<file path="config.mk">
export PLATFORM = sky130hd
export DESIGN_NAME = text_cursor_writer
export DESIGN_NICKNAME = d
export VERILOG_FILES = /design/src/rtl/txt_pkg.sv /design/src/rtl/txt_cursor_ctr.sv /design/src/rtl/text_cursor_writer.sv
export SDC_FILE = /design/constraint.sdc
export NUM_CORES = 1
export LEC_CHECK = 0
export ABC_AREA = 1
export CORE_ASPECT_RATIO = 0.7
export CORE_MARGIN = 2
export CORE_UTILIZATION = 35
export CTS_CLUSTER_DIAMETER = 80
export DETAILED_ROUTE_END_ITERATION = 8
export PLACE_DENSITY = 0.56
export SETUP_SLACK_MARGIN = 0.1
export SYNTH_ARGS = -nofsm -noshare
export SYNTH_HDL_FRONTEND = slang
export SYNTH_SLANG_ARGS = --single-unit
</file>
<file path="constraint.sdc">
create_clock -name clk -period 1.9 [get_ports clk]
set_input_delay 0.285 -clock clk [delete_from_list [all_inputs] [get_ports clk]]
set_output_delay 0.285 -clock clk [all_outputs]
set_load 0.005 [all_outputs]
</file>
<file path="src/rtl/txt_pkg.sv">
// Shared constants and FSM state encodings for the text cursor writer.
// Optional feature macro: TXT_CLEAR_SCREEN_EN (adds the form-feed screen clear state).
package txt_pkg;

    localparam logic [7:0] CHAR_CR    = 8'h0D;
    localparam logic [7:0] CHAR_LF    = 8'h0A;
    localparam logic [7:0] CHAR_BS    = 8'h08;
    localparam logic [7:0] CHAR_FF    = 8'h0C;
    localparam logic [7:0] CHAR_SPACE = 8'h20;
    localparam logic [7:0] PRINT_MIN  = 8'h20;
    localparam logic [7:0] PRINT_MAX  = 8'h7E;

`ifdef TXT_CLEAR_SCREEN_EN
    typedef enum logic [1:0] {
        ST_IDLE       = 2'd0,
        ST_CLR_LINE   = 2'd1,
        ST_CLR_SCREEN = 2'd2
    } txt_state_e;
`else
    typedef enum logic [1:0] {
        ST_IDLE     = 2'd0,
        ST_CLR_LINE = 2'd1
    } txt_state_e;
`endif

endpackage

</file>
<file path="src/rtl/txt_cursor_ctr.sv">
// Cursor position register: home, newline, printable advance with line wrap,
// backspace, and row wrap at the bottom of the buffer.
module txt_cursor_ctr #(
    parameter int COLS     = 32,
    parameter int ROWS     = 4,
    parameter int HOME_COL = 0,
    parameter int HOME_ROW = 0,
    parameter int COL_W    = $clog2(COLS),
    parameter int ROW_W    = $clog2(ROWS)
) (
    input  logic             clk,
    input  logic             reset_n,
    input  logic             home,
    input  logic             newline,
    input  logic             print_adv,
    input  logic             back,
    output logic [COL_W-1:0] col,
    output logic [ROW_W-1:0] row
);

    localparam logic [COL_W-1:0] COL_LAST = COL_W'(COLS - 1);
    localparam logic [ROW_W-1:0] ROW_LAST = ROW_W'(ROWS - 1);
    localparam logic [COL_W-1:0] COL_ONE  = COL_W'(1);
    localparam logic [ROW_W-1:0] ROW_ONE  = ROW_W'(1);

    logic [ROW_W-1:0] next_row;

    // Row that follows the current one, wrapping from the bottom row back to the top.
    always_comb begin
        next_row = (row == ROW_LAST) ? '0 : row + ROW_ONE;
    end

    // Cursor update; home has priority so a soft home always lands on the home cell.
    always_ff @(posedge clk or negedge reset_n) begin
        if (!reset_n) begin
            col <= COL_W'(HOME_COL);
            row <= ROW_W'(HOME_ROW);
        end else if (home) begin
            col <= COL_W'(HOME_COL);
            row <= ROW_W'(HOME_ROW);
        end else if (newline) begin
            col <= '0;
            row <= next_row;
        end else if (print_adv) begin
            if (col == COL_LAST) begin
                col <= '0;
                row <= next_row;
            end else begin
                col <= col + COL_ONE;
            end
        end else if (back) begin
            if (col != '0) begin
                col <= col - COL_ONE;
            end
        end
    end

endmodule

</file>
<file path="src/rtl/text_cursor_writer.sv">
// Terminal-style cursor engine: consumes received bytes over valid/ready and
// drives a registered text-RAM write port (printable chars, CR/LF/BS, line and
// row wrap, clearing of each newly entered row).
// Optional feature macro: TXT_CLEAR_SCREEN_EN (form feed clears the whole buffer).
module text_cursor_writer
    import txt_pkg::*;
#(
    parameter int COLS     = 32,
    parameter int ROWS     = 4,
    parameter int HOME_COL = 0,
    parameter int HOME_ROW = 0,
    parameter int COL_W    = $clog2(COLS),
    parameter int ROW_W    = $clog2(ROWS)
) (
    input  logic             clk,
    input  logic             reset_n,
    input  logic             soft_home,
    input  logic             in_valid,
    input  logic [7:0]       in_data,
    output logic             in_ready,
    output logic             wr_en,
    output logic [ROW_W-1:0] wr_row,
    output logic [COL_W-1:0] wr_col,
    output logic [7:0]       wr_data,
    output logic [COL_W-1:0] cur_col,
    output logic [ROW_W-1:0] cur_row,
    output logic             busy
);

    localparam logic [COL_W-1:0] COL_LAST = COL_W'(COLS - 1);
    localparam logic [COL_W-1:0] COL_ONE  = COL_W'(1);
`ifdef TXT_CLEAR_SCREEN_EN
    localparam logic [ROW_W-1:0] ROW_LAST = ROW_W'(ROWS - 1);
    localparam logic [ROW_W-1:0] ROW_ONE  = ROW_W'(1);
`endif

    txt_state_e       state;
    logic [COL_W-1:0] clr_col;
    logic             last_cr;
    logic             accept;
    logic             is_print;
    logic             is_cr;
    logic             is_lf;
    logic             is_bs;
    logic             do_newline;
    logic             do_print;
    logic             do_back;
    logic             do_home;
`ifdef TXT_CLEAR_SCREEN_EN
    logic [ROW_W-1:0] clr_row;
    logic             is_ff;
    logic             screen_done;
`endif

    assign in_ready = (state == ST_IDLE) && !soft_home;
    assign busy     = (state != ST_IDLE);
    assign accept   = in_valid && in_ready;

    // Byte classification and cursor commands for the accepted byte.
    always_comb begin
        is_print   = (in_data >= PRINT_MIN) && (in_data <= PRINT_MAX);
        is_cr      = (in_data == CHAR_CR);
        is_lf      = (in_data == CHAR_LF);
        is_bs      = (in_data == CHAR_BS);
        // An LF directly after a CR is the second half of a CRLF pair, not a new line.
        do_newline = accept && (is_cr || (is_lf && !last_cr));
        do_print   = accept && is_print;
        do_back    = accept && is_bs;
`ifdef TXT_CLEAR_SCREEN_EN
        is_ff       = (in_data == CHAR_FF);
        screen_done = (state == ST_CLR_SCREEN) && (clr_col == COL_LAST) && (clr_row == ROW_LAST);
        do_home     = soft_home || screen_done;
`else
        do_home     = soft_home;
`endif
    end

    txt_cursor_ctr #(
        .COLS     (COLS),
        .ROWS     (ROWS),
        .HOME_COL (HOME_COL),
        .HOME_ROW (HOME_ROW),
        .COL_W    (COL_W),
        .ROW_W    (ROW_W)
    ) u_cursor (
        .clk       (clk),
        .reset_n   (reset_n),
        .home      (do_home),
        .newline   (do_newline),
        .print_adv (do_print),
        .back      (do_back),
        .col       (cur_col),
        .row       (cur_row)
    );

    // Control FSM, clear counters and the registered write port.
    always_ff @(posedge clk or negedge reset_n) begin
        if (!reset_n) begin
            state   <= ST_IDLE;
            clr_col <= '0;
            last_cr <= 1'b0;
            wr_en   <= 1'b0;
            wr_row  <= '0;
            wr_col  <= '0;
            wr_data <= '0;
`ifdef TXT_CLEAR_SCREEN_EN
            clr_row <= '0;
`endif
        end else if (soft_home) begin
            state   <= ST_IDLE;
            clr_col <= '0;
            last_cr <= 1'b0;
            wr_en   <= 1'b0;
`ifdef TXT_CLEAR_SCREEN_EN
            clr_row <= '0;
`endif
        end else begin
            case (state)
                ST_IDLE: begin
                    wr_en <= 1'b0;
                    if (accept) begin
                        last_cr <= is_cr;
                        if (is_print) begin
                            wr_en   <= 1'b1;
                            wr_row  <= cur_row;
                            wr_col  <= cur_col;
                            wr_data <= in_data;
                            if (cur_col == COL_LAST) begin
                                state   <= ST_CLR_LINE;
                                clr_col <= '0;
                            end
                        end else if (is_cr || (is_lf && !last_cr)) begin
                            state   <= ST_CLR_LINE;
                            clr_col <= '0;
                        end else if (is_bs && (cur_col != '0)) begin
                            wr_en   <= 1'b1;
                            wr_row  <= cur_row;
                            wr_col  <= cur_col - COL_ONE;
                            wr_data <= CHAR_SPACE;
`ifdef TXT_CLEAR_SCREEN_EN
                        end else if (is_ff) begin
                            state   <= ST_CLR_SCREEN;
                            clr_col <= '0;
                            clr_row <= '0;
`endif
                        end
                    end
                end
                // The cursor already points at the freshly entered row.
                ST_CLR_LINE: begin
                    wr_en   <= 1'b1;
                    wr_row  <= cur_row;
                    wr_col  <= clr_col;
                    wr_data <= CHAR_SPACE;
                    if (clr_col == COL_LAST) begin
                        state   <= ST_IDLE;
                        clr_col <= '0;
                    end else begin
                        clr_col <= clr_col + COL_ONE;
                    end
                end
`ifdef TXT_CLEAR_SCREEN_EN
                ST_CLR_SCREEN: begin
                    wr_en   <= 1'b1;
                    wr_row  <= clr_row;
                    wr_col  <= clr_col;
                    wr_data <= CHAR_SPACE;
                    if (clr_col == COL_LAST) begin
                        clr_col <= '0;
                        if (clr_row == ROW_LAST) begin
                            state   <= ST_IDLE;
                            clr_row <= '0;
                        end else begin
                            clr_row <= clr_row + ROW_ONE;
                        end
                    end else begin
                        clr_col <= clr_col + COL_ONE;
                    end
                end
`endif
                default: begin
                    state <= ST_IDLE;
                    wr_en <= 1'b0;
                end
            endcase
        end
    end

endmodule

</file>
# [Yosys cells after proc, flatten, opt, wreduce, memory -nomap -nowiden]
# Index checks and enable logic that the tools add are counted.
[totals] inputBits=12 wordCells=107 regBits=31 output_inout_bits=25
[classes] n_reduce_logical=28 bitwise=1 n_eq_ne=14 magnitude_cmp=2 muxes=49 n_addsub=4
[ops] operator="2-to-1 mux 5 bit" count=16
[ops] operator="2-to-1 mux 8 bit" count=4
[ops] operator="2-to-1 mux 2 bit" count=15
[ops] operator="equality test 8 x 4 -> 1 bit, second input constant" count=3
[ops] operator="case mux 5 bit (2 select lines)" count=2
[ops] operator="case mux 8 bit (2 select lines)" count=1
[ops] operator="adder 5 x 1 -> 5 bit, second input constant" count=2
[ops] operator="equality test 5 bit, second input constant" count=2
[ops] operator="inequality test 3 bit, second input constant" count=3
[ops] operator="nonzero test 3 bit" count=3
[ops] operator="greater-or-equal comparator 8 x 6 -> 1 bit, second input constant" count=1
[ops] operator="<= comparator 8 x 7 -> 1 bit, second input constant" count=1
[ops] operator="logical AND 1 bit" count=8
[ops] operator="2-to-1 mux 1 bit" count=8
[ops] operator="inequality test 4 x 3 -> 1 bit, second input constant" count=2
[ops] operator="case mux 2 bit (2 select lines)" count=2
[ops] operator="AND reduction 4 bit" count=2
[ops] operator="nonzero test 2 bit" count=4
[ops] operator="nonzero test 4 bit" count=2
[ops] operator="AND reduction 2 bit" count=3
[ops] operator="AND reduction 5 bit" count=1
[ops] operator="nonzero test 5 bit" count=1
[ops] operator="subtractor 5 x 1 -> 5 bit, second input constant" count=1
[ops] operator="inequality test 3 x 2 -> 1 bit, second input constant" count=1
[ops] operator="other kinds (9)" count=10

# [Depth between registers and ports, before layout]
[logic_depth] word_depth=8 ltp_mapped=11 ltp_nobuf=11

# [By module]
# Synthesis repeated with hierarchy kept, for this count alone.
[unflattened] cells_unflattened=256 area_unflattened_um2=1953.1
[modules_own_cells] mod="text_cursor_writer" area_per_inst_um2=1415.1 seq_area_each_um2=575.6 cells_each=186 instances=1
[modules_own_cells] mod="txt_cursor_ctr" area_per_inst_um2=538.0 seq_area_each_um2=175.2 cells_each=70 instances=1

# [Least setup slack after synthesis]
# No wires, ideal clock.
[synth_path] path_kind="register to register" from="register u_cursor.col[0]" to="register wr_data[5]" path_slack_ns=0.324 required_ns=1.772 path_buffers=1 path_stages_with_launch=10 period_less_slack_ns=1.576 t_arrival_ns=1.448 cell_sequence="dfrtp_1 inv_1 ha_1 nand3_1 inv_1 nor2_1 o21bai_4 buf_6 nand2_1 o21ai_0"
[synth_between] elab_chain_len=4
[synth_lines] item="from (decl)" line="txt_cursor_ctr.sv:17" text="output logic [COL_W-1:0] col,"
[synth_lines] item="from (signal assigned)" line="txt_cursor_ctr.sv:36" text="col <= COL_W'(HOME_COL);"
[synth_lines] item="from (signal assigned)" line="txt_cursor_ctr.sv:39" text="col <= COL_W'(HOME_COL);"
[synth_lines] item="from (signal assigned)" line="txt_cursor_ctr.sv:49" text="col <= col + COL_ONE;"
[synth_lines] item="nonzero test 5 bit" line="text_cursor_writer.sv:135" text="end else if (is_bs && (cur_col != '0)) begin"
[synth_lines] item="logical AND 1 bit" line="text_cursor_writer.sv:135"
[synth_lines] item="inequality test 3 x 2 -> 1 bit (no line)"
[synth_lines] item="AND reduction 5 bit (no line)"
[synth_lines] item="to (signal assigned)" line="text_cursor_writer.sv:127" text="wr_data <= in_data;"
[synth_lines] item="to (decl)" line="text_cursor_writer.sv:24" text="output logic [7:0] wr_data,"
# No other way between the ends.
# A chain may end at the register's enable or synchronous reset.

# [Worst setup path after layout]
[layout_path] from="register state[0]" to="output busy"
[layout_between] elab_chain_len=1
[layout_lines] item="from (decl)" line="text_cursor_writer.sv:37" text="txt_state_e state;"
[layout_lines] item="from (signal assigned)" line="text_cursor_writer.sv:99" text="state <= ST_IDLE;"
[layout_lines] item="from (signal assigned)" line="text_cursor_writer.sv:110" text="state <= ST_IDLE;"
[layout_lines] item="from (signal assigned)" line="text_cursor_writer.sv:129" text="state <= ST_CLR_LINE;"
[layout_lines] item="nonzero test 2 bit" line="text_cursor_writer.sv:56" text="assign busy = (state != ST_IDLE);"
[layout_lines] item="to (decl)" line="text_cursor_writer.sv:27" text="output logic busy"
# No other way between the ends.

==> summary.md <==
| Metric | Value |
|---|---|
| Synth unique cells | `29` |
| DRT Pass-1 Iters | `4` |
| Yosys warning total | `0` |
| CP required | `1.62 ns` |
| P_sw | `roughly 570 uW` |
| Synth Area in Simple Gates | `35.6%` |
| Synth top area share | `42.4%` |
| #FFs+latches synth | `30` |
| Slowest CP cell | `clkdlybuf4s50_1` |
| Area growth syn-to-layout | `39.0%` |
| Die width | `89.0 um` |
| Largest net degree at the start of global routing | `31` |
| Seq/Total Area, Yosys | `42.4%` |
| CP startpoint kind | `flip-flop` |
| WL/cell | `about 12 um` |
| Fmax | `581 MHz` |
| Status | `completed` |
| Fin. max-slew vios | `0` |
| Top-Level Pins | `37` |
| Worst VDD drop | `between 0.5 and 0.6 mV` |
| All-Layer GR Usage | `17.3%` |
| Total core area | `4830 um^2` |
| Worst-Margin Slew | `0.395 ns` |
| CP Capture Type | `output port` |
| Critical path class | `reg -> out` |
| Commonest non-fill, non-tap cell in the layout | `nand2_1` |
| I/O Buffers | `36` |
| CTS tree | `done` |
| Clock network fraction of total power | `32.5%` |
| Die height | `63.5 um` |
| Main synth FF type | `dfrtp_1` |
| Skew-Pair Late Insertion Delay | `0.28 ns` |
| WP data arrival | `1.44 ns` |
| Routed WL | `4470 um` |
| Commonest non-fill, non-tap cells in the layout | `nand2_1, clkdlybuf4s50_1, nand3_1, dfrtp_1, inv_1` |
| Vias per cell | `approximately 4.6` |
| Ratio of cells with drive above 1 in the final layout | `15.1%` |
| First-pass GRT wire length | `7680 um` |
| Register share of total power | `40.3%` |
| Post-DRT Antenna Nets | `0` |
| Number of CTS-inserted buffers | `5` |
| RSZ-0062 raised after global routing | `yes` |
| 1st-iter DRT viols | `93` |
| Final clock skew | `0.00358 ns` |
| Avg Cell Area, Syn | `7.37 um^2` |
| CTS sink count | `30` |
| Die ar. | `5650 um^2` |
| Max-Cap Viols | `0` |
| Routability Congestion | `0.825` |
| Max-Slew Margin vs Limit | `between 70% and 80%` |
| Mapped Area | `1770 um^2` |
| Asr flop ratio synth | `100%` |
| Initial antenna violation count | `0` |
| Root buf cell | `clkbuf_8` |
| Post-synth EDFFs | `0` |
| Rows | `21` |
| NumNets Final | `315` |
| Worst-case clock buffer depth | `2` |
| Int Pwr | `1410 uW` |
| Mux cell area share after synthesis | `0%` |
| Combinational power share | `27.2%` |
| Number of antenna diodes | `0` |
| Leakage power | `0.00122 uW` |
| Critical Path, Cell by Cell | `buf_4, clkdlybuf4s50_1` |
| # setup viols final | `0` |
| Max incr delay on CP | `0.52 ns` |
| H-tree depth | `2` |
| Top cells by area, synth | `dfrtp_1, nand2_1, nand3_1` |
| Pwr dens | `805 nW/um^2` |
| Clk slew on worst S/H paths | `0.07 ns` |
| # hold bufs at CTS | `0` |
| Half-perimeter wire length after placement | `3370 um` |
| Post-synthesis compound-gate area fraction | `8.35%` |
| Vias | `1690` |
| Final period util | `90.7%` |
| Crit-path max FO | `9` |
| Net Sw Frac | `28.8%` |
| Remaining global-route overflow | `0` |
| Final Hold Fails | `0` |
| Hold Slack | `0.403 ns` |
| Post-Synth Adder-Cell Area | `approximately 4.2%` |
| Synthesized instance count | `240` |
| Vias in the first global route | `1663` |
| Setup TNS | `0 ns` |
| Initial Util | `36.6%` |
| DR DRC count | `0` |
| Fin crit period | `approximately 1.7 ns` |
| Area leader, netlist | `dfrtp_1` |
| Main combinational cell family by area after synthesis | `simple AND/OR/NAND/NOR gates` |
| Post-Synth XOR/XNOR Area | `1.49%` |
| Mapped Nets | `258` |
| Worst hold path class | `in -> async` |
final timing paths:
path / slack (ns) / from / end / cells after the start
setup / recovery: 0.18 / state[0] / busy / 2
hold / removal: 0.40 / reset_n / wr_data[6] / 2
setup reg to reg: 0.24 / u_cursor.col[1] / u_cursor.col[0] / 11
hold reg to reg: 0.48 / wr_row[0] / wr_row[0] / 2
max in group asynchronous: 1.19 / reset_n / u_cursor.col[1] / 2
min in group clk: 0.46 / soft_home / state[0] / 4
worst max-delay path, delay by kind of cell, from the launching register on:
| family | cells | cell delay [ns] |
|---|---|---|
| buffers and inverters | 2 | 0.72 |
| flip-flops | 1 | 0.44 |
cell families after synthesis:
family / Yosys count
and+or+nand+nor: 145
adders and majority gates: 6
DFF: 30
AOI/OAI and AO/OA: 24
buffers and inverters: 32
xor gates and xnor gates: 3
metrics by stage:
step | utilization [%] | total power [uW] | std cells | area, um^2 | setup slack, ns
after floorplan | - | 1040 | 240 | 1770 | 0.324
after global placement | 47.9 | 1340 | 357 | 2320 | 0.0212
after detailed placement | 47.9 | 1340 | 357 | 2320 | 0.00924
after CTS | 50.3 | 1990 | 365 | 2430 | 0.0823
after global routing | 50.9 | 2110 | 367 | 2460 | 0.0783
final | 50.9 | 1980 | 367 | 2460 | 0.178
timing repair:
item	CTS	global route
buffers inserted	0	2
resized for setup	2	6
setup endpoints to repair	15	24
flip-flops by register name, indices dropped and copies added (netlist names):
register and count:
wr_data 8, clr_col 5, u_cursor.col 5, wr_col 5, u_cursor.row 2, wr_row 2
last_cr 1, state 1, wr_en 1
layer usage:
| layer | track usage [%] | up-vias | wire length, um |
|---|---|---|---|
| met3 | 4.19 | 5 | 224 |
| met1 | 25.9 | 766 | 2330 |
| met5 | 0 | - | 0 |
| met4 | 3.92 | 0 | 38 |
| li1 | - | 880 | - |
| met2 | 25.1 | 39 | 1870 |
power by group through the flow:
stage	clock network, uW	logic (uW)	registers (uW)
floorplan	0	231	804
global placement	0	531	804
detailed placement	0	534	809
CTS	656	539	798
global route	689	607	813
finish	642	538	798
synth_stat cells (2+ instances only):
library cell	count
nand3b_1	2
nand3_1	28
nand4_1	3
ha_1	6
inv_2	2
nor2_1	16
o21ai_1	3
inv_1	25
nor3_1	3
buf_6	2
xor2_1	3
nand2_2	2
o21ai_0	15
dfrtp_1	30
nand2_1	86
cell type report:
cell class	instances	area (um^2)
Clock buffer	5	68.8
Clock inverter	3	40.0
Fill cell	497	2380
Inverter	27	101
Multi-Input combinational cell	178	891
Sequential cell	30	753
Tap cell	69	86.3
Timing Repair Buffer	55	518
Note: power is estimated with default switching activity, not from simulation.
